`src/rtl/pipe_ctrl_pkg.sv`:
```
// Shared types and constants for the pipeline hazard controller.
// Holds the controller state encoding, forward-select codes and the operand compare helper.
package pipe_ctrl_pkg;

  typedef enum logic [1:0] {
    INIT     = 2'd0,
    RUN      = 2'd1,
    MEM_WAIT = 2'd2,
    ERR      = 2'd3
  } state_t;

  localparam logic [1:0] FWD_RF  = 2'b00;
  localparam logic [1:0] FWD_MEM = 2'b01;
  localparam logic [1:0] FWD_WB  = 2'b10;

  localparam logic [4:0] REG_ZERO = 5'd0;

  // The younger producer (MEM) wins over WB; $0 is never forwarded.
  function automatic logic [1:0] fwd_select(input logic [4:0] src,
                                            input logic       mem_we,
                                            input logic [4:0] mem_wa,
                                            input logic       wb_we,
                                            input logic [4:0] wb_wa);
    logic [1:0] sel;
    sel = FWD_RF;
    if (mem_we && (mem_wa != REG_ZERO) && (mem_wa == src))
      sel = FWD_MEM;
    else if (wb_we && (wb_wa != REG_ZERO) && (wb_wa == src))
      sel = FWD_WB;
    return sel;
  endfunction

endpackage

```
`src/rtl/pipe_fwd_unit.sv`:
```
// EX-stage forwarding compare: one slice per ALU operand (rs -> A, rt -> B).
// Purely combinational; active in every controller state.
module pipe_fwd_unit
  import pipe_ctrl_pkg::*;
(
  input  logic [4:0] ex_rs_i,
  input  logic [4:0] ex_rt_i,
  input  logic       mem_reg_write_i,
  input  logic [4:0] mem_w_addr_i,
  input  logic       wb_reg_write_i,
  input  logic [4:0] wb_w_addr_i,
  output logic [1:0] fwd_a_o,
  output logic [1:0] fwd_b_o
);

  assign fwd_a_o = fwd_select(ex_rs_i, mem_reg_write_i, mem_w_addr_i,
                              wb_reg_write_i, wb_w_addr_i);
  assign fwd_b_o = fwd_select(ex_rt_i, mem_reg_write_i, mem_w_addr_i,
                              wb_reg_write_i, wb_w_addr_i);

endmodule

```
`src/rtl/pipe_hazard_ctrl.sv`:
```
// Sequencing controller for the 5-stage pipeline: stalls, flushes, DM wait and forwarding.
// Optional PIPE_HAZARD_PERF_EN adds saturating stall/flush/memwait counters.
//
// state    | meaning
// INIT     | post-reset flush window, RST_FLUSH_CYC cycles, DM ignored
// RUN      | normal issue; DM stall, branch flush, load-use bubble
// MEM_WAIT | waiting for DM ready, watchdog counting
// ERR      | DM timeout, pipeline frozen until reset
module pipe_hazard_ctrl
  import pipe_ctrl_pkg::*;
#(
  parameter int MEM_TIMEOUT   = 16,
  parameter int RST_FLUSH_CYC = 2
) (
  input  logic        clk_i,
  input  logic        rst_i,
  input  logic [4:0]  id_rs_i,
  input  logic [4:0]  id_rt_i,
  input  logic        id_use_rs_i,
  input  logic        id_use_rt_i,
  input  logic [4:0]  ex_rs_i,
  input  logic [4:0]  ex_rt_i,
  input  logic        ex_reg_write_i,
  input  logic        ex_dm_read_i,
  input  logic [4:0]  ex_w_addr_i,
  input  logic        mem_reg_write_i,
  input  logic [4:0]  mem_w_addr_i,
  input  logic        wb_reg_write_i,
  input  logic [4:0]  wb_w_addr_i,
  input  logic        branch_taken_i,
  input  logic        dm_req_i,
  input  logic        dm_ready_i,
  output logic        pc_write_o,
  output logic        if_id_write_o,
  output logic        pipe_hold_o,
  output logic        id_ex_bubble_o,
  output logic        if_id_flush_o,
  output logic        id_ex_flush_o,
  output logic        ex_mem_flush_o,
  output logic        mem_wb_bubble_o,
  output logic [1:0]  fwd_a_o,
  output logic [1:0]  fwd_b_o,
  output logic        err_o
`ifdef PIPE_HAZARD_PERF_EN
  ,
  output logic [31:0] stall_cnt_o,
  output logic [31:0] flush_cnt_o,
  output logic [31:0] memwait_cnt_o
`endif
);

  localparam logic [7:0] TIMEOUT_C   = 8'(MEM_TIMEOUT);
  localparam logic [7:0] INIT_LAST_C = 8'(RST_FLUSH_CYC - 1);

  state_t     state;
  logic [7:0] cnt;
  logic       mem_stall;
  logic       load_use;

  assign mem_stall = dm_req_i && !dm_ready_i;
  assign load_use  = ex_dm_read_i && ex_reg_write_i && (ex_w_addr_i != REG_ZERO) &&
                     ((id_use_rs_i && (id_rs_i == ex_w_addr_i)) ||
                      (id_use_rt_i && (id_rt_i == ex_w_addr_i)));

  // One counter serves both the INIT window and the DM watchdog; it stays below 256.
  always_ff @(posedge clk_i or posedge rst_i) begin
    if (rst_i) begin
      state <= INIT;
      cnt   <= 8'd0;
    end else begin
      case (state)
        INIT: begin
          if (cnt == INIT_LAST_C) begin
            state <= RUN;
            cnt   <= 8'd0;
          end else begin
            cnt <= cnt + 8'd1;
          end
        end
        RUN: begin
          if (mem_stall) begin
            state <= MEM_WAIT;
            cnt   <= 8'd1;
          end
        end
        MEM_WAIT: begin
          if (dm_ready_i) begin
            state <= RUN;
            cnt   <= 8'd0;
          end else if (cnt == TIMEOUT_C) begin
            state <= ERR;
          end else begin
            cnt <= cnt + 8'd1;
          end
        end
        ERR:     state <= ERR;
        default: state <= INIT;
      endcase
    end
  end

  always_comb begin
    pc_write_o      = 1'b0;
    if_id_write_o   = 1'b0;
    pipe_hold_o     = 1'b0;
    id_ex_bubble_o  = 1'b0;
    if_id_flush_o   = 1'b0;
    id_ex_flush_o   = 1'b0;
    ex_mem_flush_o  = 1'b0;
    mem_wb_bubble_o = 1'b0;
    case (state)
      INIT: begin
        if_id_flush_o  = 1'b1;
        id_ex_flush_o  = 1'b1;
        ex_mem_flush_o = 1'b1;
      end
      RUN: begin
        if (mem_stall) begin
          pipe_hold_o     = 1'b1;
          mem_wb_bubble_o = 1'b1;
        end else if (branch_taken_i) begin
          pc_write_o     = 1'b1;
          if_id_write_o  = 1'b1;
          if_id_flush_o  = 1'b1;
          id_ex_flush_o  = 1'b1;
          ex_mem_flush_o = 1'b1;
        end else if (load_use) begin
          id_ex_bubble_o = 1'b1;
        end else begin
          pc_write_o    = 1'b1;
          if_id_write_o = 1'b1;
        end
      end
      MEM_WAIT: begin
        if (dm_ready_i) begin
          pc_write_o    = 1'b1;
          if_id_write_o = 1'b1;
        end else begin
          pipe_hold_o     = 1'b1;
          mem_wb_bubble_o = 1'b1;
        end
      end
      default: pipe_hold_o = 1'b1;
    endcase
  end

  assign err_o = (state == ERR);

  pipe_fwd_unit u_fwd (
    .ex_rs_i         (ex_rs_i),
    .ex_rt_i         (ex_rt_i),
    .mem_reg_write_i (mem_reg_write_i),
    .mem_w_addr_i    (mem_w_addr_i),
    .wb_reg_write_i  (wb_reg_write_i),
    .wb_w_addr_i     (wb_w_addr_i),
    .fwd_a_o         (fwd_a_o),
    .fwd_b_o         (fwd_b_o)
  );

`ifdef PIPE_HAZARD_PERF_EN
  logic run_st;
  logic stall_ev;
  logic flush_ev;
  logic memwait_ev;

  assign run_st     = (state == RUN);
  assign stall_ev   = run_st && !mem_stall && !branch_taken_i && load_use;
  assign flush_ev   = run_st && !mem_stall && branch_taken_i;
  assign memwait_ev = (run_st && mem_stall) || (state == MEM_WAIT);

  always_ff @(posedge clk_i or posedge rst_i) begin
    if (rst_i) begin
      stall_cnt_o   <= 32'd0;
      flush_cnt_o   <= 32'd0;
      memwait_cnt_o <= 32'd0;
    end else begin
      if (stall_ev && (stall_cnt_o != 32'hFFFF_FFFF))
        stall_cnt_o <= stall_cnt_o + 32'd1;
      if (flush_ev && (flush_cnt_o != 32'hFFFF_FFFF))
        flush_cnt_o <= flush_cnt_o + 32'd1;
      if (memwait_ev && (memwait_cnt_o != 32'hFFFF_FFFF))
        memwait_cnt_o <= memwait_cnt_o + 32'd1;
    end
  end
`endif

endmodule

```
`config.mk`:
```
export PLATFORM = sky130hd
export DESIGN_NAME = pipe_hazard_ctrl
export DESIGN_NICKNAME = d
export VERILOG_FILES = /design/src/rtl/pipe_ctrl_pkg.sv /design/src/rtl/pipe_fwd_unit.sv /design/src/rtl/pipe_hazard_ctrl.sv
export SDC_FILE = /design/constraint.sdc
export NUM_CORES = 1
export LEC_CHECK = 0
export ABC_AREA = 1
export BUFFER_PORTS_ARGS = -buffer_cell sky130_fd_sc_hd__clkbuf_2
export CELL_PAD_IN_SITES_DETAIL_PLACEMENT = 1
export CELL_PAD_IN_SITES_GLOBAL_PLACEMENT = 2
export CORE_MARGIN = 2
export CORE_UTILIZATION = 26
export DETAILED_ROUTE_END_ITERATION = 8
export PLACE_DENSITY = 0.95
export SLEW_MARGIN = 20
export SYNTH_ARGS = -nofsm -noshare
export SYNTH_HDL_FRONTEND = slang
export SYNTH_HIERARCHICAL = 1
export SYNTH_SLANG_ARGS = --single-unit
```
`constraint.sdc`:
```
create_clock -name clk_i -period 4.4 [get_ports clk_i]
set_input_delay 0.44 -clock clk_i [delete_from_list [all_inputs] [get_ports clk_i]]
set_output_delay 0.44 -clock clk_i [all_outputs]
set_load 0.005 [all_outputs]
```
After elaboration in Yosys (flattened, before gate mapping) --
Index checks and enable logic that the tools add are counted.
Operators by class: $add $sub $neg 1, eq/ne operators 15, muxes and demuxes 30, reductions and logical operators 21
Operators by type and width (count):
- 8-bit 2-to-1 mux | 4
- 5-bit == test | 6
- 8-bit one-hot mux with 3 select lines | 1
- 2-bit 2-to-1 mux | 8
- 5-bit nonzero test | 3
- 1-bit logical AND | 12
- 1-bit 2-to-1 mux | 12
- 8-bit by 1-bit adder with 8-bit output (second input constant) | 1
- 8-bit by 1-bit == test with 1-bit output (second input constant) | 1
- 8-bit by 5-bit == test with 1-bit output (second input constant) | 1
- 2-bit one-hot mux with 4 select lines | 1
- 3-bit inequality test (second input constant) | 2
- 1-bit one-hot mux with 2 select lines | 3
- 3-bit AND reduction | 2
- 2-bit == test (second input constant) | 2
- 2-bit inequality test (second input constant) | 2
- 1-bit one-hot mux with 3 select lines | 1
- 3-bit nonzero test | 1
- 2-bit by 1-bit == test with 1-bit output (second input constant) | 1
- 2-bit logical NOT | 1
- 1-bit logical NOT | 1
- 1-bit logical OR | 1
Word-level totals: flip-flop bits (word level) 10, input port bits 46, output and inout port bits 13, word-level logic and storage cells 69

Longest topological paths before layout --
Gate-level depths: netlist of run 1.
depth after elaboration 8, mapped depth 11, depth with buffers taken out 11

Hierarchy --
The synthesis of run 1 kept the hierarchy.
By module, submodules not included:
- pipe_hazard_ctrl | times used 1, cells each 167, area each 1104.8 um^2
- pipe_fwd_unit | times used 1, cells each 81, area each 366.6 um^2

Worst setup path before layout of run 1 --
Ideal clock, no wire load.
kind register -> output, start point register state[1], end point output port id_ex_flush_o, arrival 1370 ps, data required time 3960 ps, slack 2590 ps, stages on the path, launching flop included 8, path buffers 1, cells stage by stage dfrtp_1 -> inv_1 -> ha_1 -> inv_2 -> nor2_4 -> inv_1 -> o21bai_1 -> buf_4
On the way: longest elaborated chain between the ends 2
RTL lines:
- from (decl) | RTL line pipe_hazard_ctrl.sv:55 | state_t state;
- from (signal assigned) | RTL line pipe_hazard_ctrl.sv:68 | state <= INIT;
- from (signal assigned) | RTL line pipe_hazard_ctrl.sv:74 | state <= RUN;
- from (signal assigned) | RTL line pipe_hazard_ctrl.sv:82 | state <= MEM_WAIT;
- 2-bit by 1-bit == test with 1-bit output / 2-bit logical NOT (equally long branches)
- 1-bit one-hot mux with 2 select lines *
- to (decl) | RTL line pipe_hazard_ctrl.sv:38 | output logic id_ex_flush_o,
Every way passes the cells marked *; elsewhere a longest branch is shown, timed or not.

Final worst setup path of run 1 --
start point register state[1], end point output port id_ex_flush_o
On the way: longest elaborated chain between the ends 2
RTL lines:
- 2-bit by 1-bit == test with 1-bit output / 2-bit logical NOT (equally long branches) | RTL line pipe_hazard_ctrl.sv:111 | case (state)
- 1-bit one-hot mux with 2 select lines * | RTL line pipe_hazard_ctrl.sv:111
Marks and branches as above.

==> results.py, run 1 <==
metrics = {
    "status": {
        "outcome": "finished clean",
    },
    "yosys": {
        "yosys_warnings": 6,
        "synth_top_area_share_pct": 22.2,
        "async_reset_ff_share_pct": 100,
        "syn-num-nets": 302,
        "synth_edf_count": 0,
        "synthFlopType": "dfrtp_1",
        "synth_top_area_cell": "nand2_1",
        "ys_ff_latch": 10,
        "ys_types": 31,
        "syn_inst": 248,
        "syn-cell-area_um2": 1470,
        "yosysSeqAreaShare_pct": 17.0,
        "netlist_top_cells_area": "nand2_1 22%, dfrtp_1 17%, inv_1 11%",
        "avgSynthCellArea_um2": 5.93,
    },
    "detailed_routing": {
        "via_count": 1651,
        "wl_um": 4170,
        "drtIter0Drc": 25,
        "vias_per_cell": 4.36,
        "ant_nets": 0,
        "route.detailed.drc": 0,
        "drt-pass1-iter-count": 4,
        "avgRoutedWirePerCell_um": 11.0,
    },
    "setup_path": {
        "end_kind": "output pin",
        "worstPathArrival_ns": 1.71,
        "crit_fanout": 5,
        "cpMostUsedCell": "inv_1",
        "crit_slowest_cell": "dfrtp_1",
        "crit_chain": "inv_1, ha_1, inv_2, nor2_4, inv_1, o21bai_1, clkbuf_2",
        "path_buf_inv": 4,
        "path_delay_family": "buffers and inverters",
        "crit_required_ns": 3.96,
        "crit_type": "reg -> out",
        "worst_setup_path_start_kind": "flop",
        "critical-path-max-stage-delay_ns": 0.42,
        "rrSetupSlack_ns": 2.78,
    },
    "finish": {
        "area_delta_synth_final_pct": 28.1,
        "design_area_um2": 1880,
        "nNetsFinal": 362,
        "drive_above_1_share_pct": 30.3,
        "layout_commonest_cell": "nand2_1",
        "final_cell_mix": "87 x nand2_1, 58 x clkbuf_2, 42 x inv_1",
        "n_fill_cell": 759,
        "num_antenna_cells": 0,
    },
    "pwr": {
        "combPwrFrac_pct": 69.0,
        "p_clk_share_pct": 13.9,
        "power_frac_seq_pct": 17.1,
        "p_leak_nw": 1.11,
        "powerDensity_nw_per_um2": 443,
        "switchingPower_mw": 0.420,
        "peakVddDrop_v": 0.000430,
        "switching_share_pct": 50.3,
        "finalPower_mw": 0.835,
        "intPower_mw": 0.415,
    },
    "placement": {
        "place_ws_ns": 2.49,
        "globalplace.congestion": 0.756,
        "post_dp_cell_area_um2": 1830,
        "portBuffers": 58,
        "hpwl_um": 3690,
    },
    "sta": {
        "fmax_mhz": 466,
        "hold_ws_ns": 0.153,
        "hold_viol": 0,
        "rsz0062_at_grt": "false",
        "final-setup-viol-count": 0,
        "worst_slew_pin_slew_ns": 0.388,
        "max_slew_margin_pct": 74.1,
        "period_share_pct": 48.8,
        "drv_slew": 0,
        "period_minus_slack_ns": 2.15,
        "setup_ws_ns": 2.25,
        "fin_worst_skew_ns": 0.000339,
        "fin_setup_tns_ns": 0,
    },
    "cts": {
        "cts_sinks": 10,
        "cts_resized": 0,
        "cts_tree": "done",
        "cts_setup_buffers": 0,
        "cts_hold_buf": 0,
        "cts.clk_slew.worst_paths_ns": 0.05,
        "cts.htree.levels": 1,
        "clock_latency_ns": 0.24,
        "cts.path.max_buffers": 2,
        "cts-root-buf": "clkbuf_8",
        "numCtsBuffers": 3,
    },
    "die": {
        "die_y_um": 79.2,
        "dieArea_um2": 6280,
        "core-area_um2": 5470,
        "io_pins": 59,
        "rows": 27,
        "die_x_um": 79.2,
        "start_util_pct": 26.9,
    },
    "global_route": {
        "grt_pass1_vias": 1722,
        "antenna_found_initial": 0,
        "grt_overflow": 0,
        "grt_max_degree": 11,
        "grt_pass1_wl_um": 7220,
        "track_usage_pct": 14.2,
    },
    "flow_run": {
        "cap_violations": 0,
    },
    "worst_hold_path": {
        "hp-class": "in -> async",
    },
}
## cells by family (layout without fill, tap and decap cells)
family,Yosys count,in the layout,share of synthesized area [%]
AOI/OAI and AO/OA,16,16,7.48
xor gates and xnor gates,8,8,4.76
and+or+nand+nor,154,154,49.4
buffers and inverters,52,111,14.5
DFF,10,10,17.0
adders and majority gates,8,8,6.80
## per-layer routing
layer | track usage (%) | up-vias | wire length [um]
met5 | 0 | - | 0
met4 | 6.90 | 0 | 97
met3 | 0.682 | 6 | 124
met2 | 26.9 | 27 | 2190
met1 | 16.1 | 752 | 1760
li1 | - | 866 | -
## metrics by stage
stage / std cells / utilization (%)
3_3_place_gp: 375 / 33.4
2_1_floorplan: 248 / -
4_1_cts: 379 / 34.4
5_1_grt: 379 / 34.4
3_5_place_dp: 375 / 33.4
6_report: 379 / 34.4
## cells in the mapped netlist (3+ instances only)
cell type / count
nand3_1: 9
buf_4: 3
o21ai_2: 3
nand4_1: 7
a21oi_1: 3
nand2_1: 87
nor2_1: 31
ha_1: 8
xnor2_1: 6
inv_2: 6
o21ai_1: 3
nor2_2: 7
a21oi_2: 3
dfrtp_1: 10
inv_1: 42
## sequential cells by signal (all words and copies together) (netlist names)
name   flops
state      2
cnt        8
## layout make-up
cell class / count / area (um2) / share of cell area [%]
sequential: 10 / 250 / 13.3
timing repair buffer: 58 / 290 / 15.4
clock buffer: 4 / 55.1 / 2.92
tap: 72 / 90.1 / 4.78
multi-input combinational: 186 / 1010 / 53.5
inverter: 49 / 191 / 10.2
## power by group through the flow
stage | registers, mW | logic, mW | clock network [mW]
finish | 0.142 | 0.576 | 0.116
global route | 0.146 | 0.646 | 0.126
CTS | 0.143 | 0.588 | 0.121
detailed placement | 0.144 | 0.576 | 0
global placement | 0.142 | 0.561 | 0
floorplan | 0.138 | 0.441 | 0
## path summary, 6_finish.rpt
check                                     start              endpoint  cells after the start
max                        state[1]$_DFFE_PP0P_         id_ex_flush_o                      7
max in group asynchronous                 rst_i    cnt[5]$_DFFE_PP0P_                      2
min reg2reg                  cnt[6]$_DFFE_PP0P_    cnt[6]$_DFFE_PP0P_                      2
min in group clk_i           cnt[6]$_DFFE_PP0P_    cnt[6]$_DFFE_PP0P_                      2
min                                       rst_i  state[1]$_DFFE_PP0P_                      2
max reg2reg                state[0]$_DFFE_PP0P_    cnt[3]$_DFFE_PP0P_                     10
No activity file was read; power rests on OpenSTA's default activity.
==> run 2: changes to the inputs <==
ABC_AREA = 0   (was 1)
CORE_UTILIZATION = 23   (was 26)
PLACE_DENSITY = 0.84   (was 0.95)
clock period = 1.9 ns   (was 4.4 ns; I/O delays follow)
==> results.py, run 2 <==
metrics = {
    "status": {
        "outcome": "finished clean",
    },
    "sta": {
        "final-setup-viol-count": 0,
        "setup_ws_ns": 0.0882,
        "drv_slew": 0,
        "period_minus_slack_ns": 1.81,
        "period_share_pct": 95.4,
        "hold_ws_ns": 0.467,
        "hold_viol": 0,
        "fin_worst_skew_ns": 0.00196,
        "worst_slew_pin_slew_ns": 0.477,
        "fmax_mhz": 552,
        "rsz0062_at_grt": "false",
        "fin_setup_tns_ns": 0,
        "max_slew_margin_pct": 67.4,
    },
    "placement": {
        "portBuffers": 58,
        "globalplace.congestion": 0.795,
        "hpwl_um": 3250,
        "place_inst": 275,
        "place_ws_ns": -0.000752,
    },
    "yosys": {
        "ys_types": 41,
        "async_reset_ff_share_pct": 100,
        "synth_edf_count": 0,
        "yosysMostFrequentCell": "xnor2_1",
        "yosys_warnings": 6,
        "synth_top_area_cell": "dfrtp_1",
        "netlist_top_cells_area": "dfrtp_1 20%, xnor2_1 20%, ha_1 8.1%",
        "syn_inst": 143,
        "syn-cell-area_um2": 1230,
        "synthFlopType": "dfrtp_1",
        "syn-num-nets": 197,
        "ys_ff_latch": 10,
        "avgSynthCellArea_um2": 8.63,
        "synth_top_area_share_pct": 20.3,
        "synth_common_cells": "28 x xnor2_1, 10 x dfrtp_1, 9 x nand2_1",
        "yosysSeqAreaShare_pct": 20.3,
    },
    "die": {
        "dieArea_um2": 5970,
        "rows": 26,
        "die_x_um": 77.2,
        "die_y_um": 77.2,
        "io_pins": 59,
        "core-area_um2": 5140,
        "start_util_pct": 24.0,
    },
    "pwr": {
        "powerDensity_nw_per_um2": 367,
        "peakVddDrop_v": 0.000123,
        "p_leak_nw": 0.751,
    },
    "cts": {
        "cts_tree": "done",
        "numCtsBuffers": 3,
        "cts.clk_slew.worst_paths_ns": 0.05,
        "cts.path.max_buffers": 2,
        "cts.htree.levels": 1,
        "clock_latency_ns": 0.24,
        "cts_sinks": 10,
        "cts-root-buf": "clkbuf_8",
    },
    "global_route": {
        "track_usage_pct": 13.2,
        "grt_overflow": 0,
        "antenna_found_initial": 0,
        "grt_pass1_wl_um": 6560,
        "grt_pass1_vias": 1439,
        "grt_max_degree": 11,
    },
    "setup_path": {
        "end_kind": "output pin",
        "crit_required_ns": 1.71,
        "crit_fanout": 2,
        "worst_setup_path_start_kind": "primary input",
        "worstPathArrival_ns": 1.62,
        "crit_type": "in -> out",
    },
    "finish": {
        "largest_register_ffs": 8,
        "largest-register": "cnt",
        "reg_top3": "cnt: 8 flops, state: 2 flops",
        "nNetsFinal": 266,
        "drive_above_1_share_pct": 41.2,
        "stdcell_count": 281,
        "area_delta_synth_final_pct": 42.5,
        "final_cell_mix": "57 x clkbuf_2, 28 x xnor2_1, 10 x buf_4",
        "num_antenna_cells": 0,
        "layout_commonest_cell": "clkbuf_2",
        "n_fill_cell": 653,
    },
    "detailed_routing": {
        "route.detailed.drc": 0,
        "ant_nets": 0,
        "avgRoutedWirePerCell_um": 13.3,
        "drt-pass1-iter-count": 4,
        "drtIter0Drc": 43,
        "wl_um": 3750,
        "via_count": 1347,
        "vias_per_cell": 4.79,
    },
    "flow_run": {
        "cap_violations": 0,
    },
    "worst_hold_path": {
        "hp-class": "in -> async",
    },
}
run 2: changes by cell type after synthesis, moves of 5 or more:
cell | before | now
inv_2 | 6 | 0
inv_1 | 42 | 8
a21oi_1 | 3 | 8
nand2_1 | 87 | 9
nor2_2 | 7 | 0
nor2_1 | 31 | 5
nor4_1 | 0 | 5
xnor2_1 | 6 | 28
run 2: path summary, 6_finish.rpt:
path                                 startpoint                   end  slack (ns)  cells past startpoint
max in group asynchronous                 rst_i  state[0]$_DFFE_PP0P_        1.12                      3
max reg2reg                  cnt[7]$_DFFE_PP0P_    cnt[3]$_DFFE_PP0P_        0.15                      4
min                                       rst_i    cnt[3]$_DFFE_PP0P_        0.47                      3
min in group clk_i                     dm_req_i    cnt[4]$_DFFE_PP0P_        0.50                      5
min reg2reg                state[1]$_DFFE_PP0P_  state[1]$_DFFE_PP0P_        0.55                      1
max                              ex_w_addr_i[1]         if_id_write_o        0.09                      6
run 2: area by class of cell:
| type | count | area, um2 | share of cell area [%] |
|---|---|---|---|
| repair buffers | 69 | 375 | 21.4 |
| flip-flops and latches | 10 | 251 | 14.3 |
| well taps | 70 | 87.6 | 4.98 |
| inverters | 8 | 32.5 | 1.85 |
| clock buffers | 4 | 55.1 | 3.13 |
| multi-input cells | 120 | 956 | 54.4 |
run 2: metrics by stage:
step / util (%) / cell area (um2) / power (mW)
after global placement: 32.0 / 1650 / 0.371
after floorplan: - / 1230 / 0.289
final: 34.2 / 1760 / 0.645
after detailed placement: 32.0 / 1650 / 0.376
after global routing: 34.2 / 1760 / 0.681
after CTS: 33.7 / 1730 / 0.659
run 2: worst max-delay path, cell delays in order:
cell and delay [ns]:
clkbuf_2 0.08, or4_1 0.53, o2111ai_1 0.28, a21oi_1 0.10, a221oi_2 0.27, buf_2 0.16
run 2: power by group:
part	switching, mW	internal, mW
combinational	0.0744	0.0852
clock	0.0891	0.183
sequential	0	0.213
run 2: timing repair:
item,CTS,global route
pin swaps,0,1
setup buffers,0,1
gates resized for setup,4,7
hold buffers,1,0
endpoints found under the setup margin,6,11
hold endpoints to repair,10,0
run 2: layer usage:
layer	vias to the layer above	track usage [%]	wire length [um]
li1	659	-	-
met1	639	16.7	1670
met2	42	23.0	1840
met3	7	2.35	183
met4	0	3.57	59
met5	-	0	0
run 2: cell families after synthesis:
logic type | after synthesis | share of synthesized area, %
flip-flops | 10 | 20.3
AND/OR/NAND/NOR | 48 | 23.3
multiplexers | 1 | 0.811
buffers and inverters | 13 | 5.07
XOR/XNOR | 32 | 22.7
adder cells (fa/ha/maj) | 8 | 8.11
AO/OA/AOI/OAI | 31 | 19.7
==> run 3: changes to the inputs <==
BUFFER_PORTS_ARGS = -buffer_cell sky130_fd_sc_hd__buf_4   (was -buffer_cell sky130_fd_sc_hd__clkbuf_2)
CORE_UTILIZATION = 25   (was 23)
PLACE_DENSITY = 0.87   (was 0.84)
clock period = 1.7 ns   (was 1.9 ns; I/O delays follow)
==> results.py, run 3 (synthesis gave the netlist of run 2 again) <==
metrics = {
    "status": {
        "outcome": "complete, but fails checks",
        "violations": "setup timing",
    },
    "cts": {
        "cts_tree": "done",
        "cts.path.max_buffers": 2,
        "cts.clk_slew.worst_paths_ns": 0.05,
        "cts-root-buf": "clkbuf_8",
        "numCtsBuffers": 3,
        "clock_latency_ns": 0.24,
        "cts_sinks": 10,
        "cts.htree.levels": 1,
    },
    "setup_path": {
        "crit_required_ns": 1.53,
        "reg2reg_depth": 4,
        "worstPathArrival_ns": 1.60,
        "rrSetupSlack_ns": -0.06,
        "worst_setup_path_start_kind": "flop",
        "crit_type": "reg -> out",
        "crit_start": "state[1]$_DFFE_PP0P_",
        "rr_startpoint": "cnt[5]$_DFFE_PP0P_",
        "end_kind": "output pin",
        "rr_endpoint": "cnt[3]$_DFFE_PP0P_",
        "endpoint": "pc_write_o",
        "crit_fanout": 5,
    },
    "pwr": {
        "p_leak_nw": 0.962,
        "switching_share_pct": 26.0,
        "switchingPower_mw": 0.206,
        "peakVddDrop_v": 0.000171,
        "finalPower_mw": 0.791,
        "powerDensity_nw_per_um2": 340,
        "intPower_mw": 0.585,
        "p_clk_share_pct": 39.1,
        "combPwrFrac_pct": 30.8,
        "power_frac_seq_pct": 30.1,
    },
    "finish": {
        "final_cell_mix": "87 x buf_4, 28 x xnor2_1, 11 x buf_6",
        "layout_commonest_cell": "buf_4",
        "largest_register_ffs": 8,
        "nNetsFinal": 296,
        "num_antenna_cells": 0,
        "largest-register": "cnt",
        "n_fill_cell": 565,
        "drive_above_1_share_pct": 57.7,
        "area_delta_synth_final_pct": 88.7,
        "reg_top3": "cnt: 8 flops, state: 2 flops",
    },
    "sta": {
        "setup_ws_ns": -0.0667,
        "rsz0062_at_grt": "true",
        "drv_slew": 0,
        "period_share_pct": 104,
        "period_minus_slack_ns": 1.77,
        "fin_setup_tns_ns": -0.350,
        "max_slew_margin_pct": 72.6,
        "fmax_mhz": 566,
        "hold_viol": 0,
        "worst_slew_pin_slew_ns": 0.410,
        "final-setup-viol-count": 13,
        "fin_worst_skew_ns": 0.00152,
    },
    "global_route": {
        "grt_overflow": 0,
        "use_met3_pct": 2.98,
        "track_usage_pct": 16.2,
        "grtUsageMet2_pct": 29.9,
        "grt_max_degree": 11,
        "antenna_found_initial": 0,
        "met1_usage_pct": 18.7,
        "grt_pass1_vias": 1476,
        "grt_busiest_layer": "met2",
        "grt_pass1_wl_um": 6810,
    },
    "detailed_routing": {
        "wl_um": 5110,
        "drt-pass1-iter-count": 4,
        "ant_nets": 0,
        "vias_per_cell": 4.82,
        "route.detailed.drc": 0,
        "drtIter0Drc": 42,
        "avgRoutedWirePerCell_um": 16.6,
        "via_count": 1486,
    },
    "die": {
        "rows": 25,
        "start_util_pct": 25.9,
        "die_x_um": 74.2,
        "die_y_um": 74.2,
        "io_pins": 59,
        "dieArea_um2": 5510,
        "core-area_um2": 4750,
    },
    "placement": {
        "globalplace.congestion": 0.805,
        "place_ws_ns": -0.135,
        "portBuffers": 58,
        "hpwl_um": 3300,
    },
    "flow_run": {
        "cap_violations": 0,
    },
    "worst_hold_path": {
        "hp-class": "in -> async",
    },
}
run 3: changes by cell type in the layout (fill, tap and decap cells not counted), moves of 3 or more:
cell and delta:
buf_4 +77, clkbuf_2 -57, buf_6 +11, nor4_1 -5, nor4_2 +4, a21oi_1 -3
run 3: layout make-up:
| cell class | instances | area (um2) | area share, % |
|---|---|---|---|
| Multi-Input combinational cell | 120 | 1110 | 47.9 |
| Timing Repair Buffer | 99 | 787 | 33.8 |
| Sequential cell | 10 | 253 | 10.9 |
| Inverter | 8 | 35.0 | 1.50 |
| Tap cell | 67 | 83.8 | 3.60 |
| Clock buffer | 4 | 55.1 | 2.36 |
run 3: worst min path at each step:
| stage | end | from | slack, ns |
|---|---|---|---|
| floorplan | cnt[0]$_DFFE_PP0P_ | rst_i | 0.01 |
| global placement | cnt[6]$_DFFE_PP0P_ | rst_i | 0.18 |
| detailed placement | cnt[6]$_DFFE_PP0P_ | rst_i | 0.19 |
| CTS | cnt[3]$_DFFE_PP0P_ | rst_i | 0.48 |
| global route | cnt[3]$_DFFE_PP0P_ | rst_i | 0.53 |
| finish | cnt[3]$_DFFE_PP0P_ | rst_i | 0.48 |
run 3: power by group through the flow:
stage	combinational [mW]	clock, mW	sequential, mW
2_1_floorplan	0.0809	0	0.242
3_3_place_gp	0.212	0	0.242
3_5_place_dp	0.216	0	0.242
5_1_grt	0.263	0.328	0.238
4_1_cts	0.227	0.318	0.238
6_report	0.244	0.309	0.238
run 3: layer usage:
layer  up-vias  share of wire [%]
met4         0                1.1
met1       703                 42
met2        55                 51
met3         5                5.6
li1        723                  -
met5         -                  0
run 3: through the flow:
| stage | cells | utilization, % | cell area (um2) | hold slack (ns) |
|---|---|---|---|---|
| 6_report | 308 | 49.0 | 2330 | 0.479 |
| 5_1_grt | 308 | 49.0 | 2330 | 0.526 |
| 4_1_cts | 301 | 44.5 | 2120 | 0.478 |
| 3_5_place_dp | 290 | 40.4 | 1920 | 0.185 |
| 3_3_place_gp | 290 | 40.4 | 1920 | 0.183 |
| 2_1_floorplan | 143 | - | 1230 | 0.0102 |
run 3: repair_timing:
item	4_1_cts	5_1_grt
pin swaps	7	14
resized for setup	17	37
endpoints found under the hold margin	10	0
hold buffers	1	0
endpoints found under the setup margin	16	20
buffers inserted	6	7
run 3: worst max-delay path: stages (launching register included):
cell and delay [ns]:
dfrtp_1 0.43, inv_2 0.10, ha_4 0.31, buf_6 0.11
inv_4 0.04, a221oi_4 0.21, buf_4 0.16
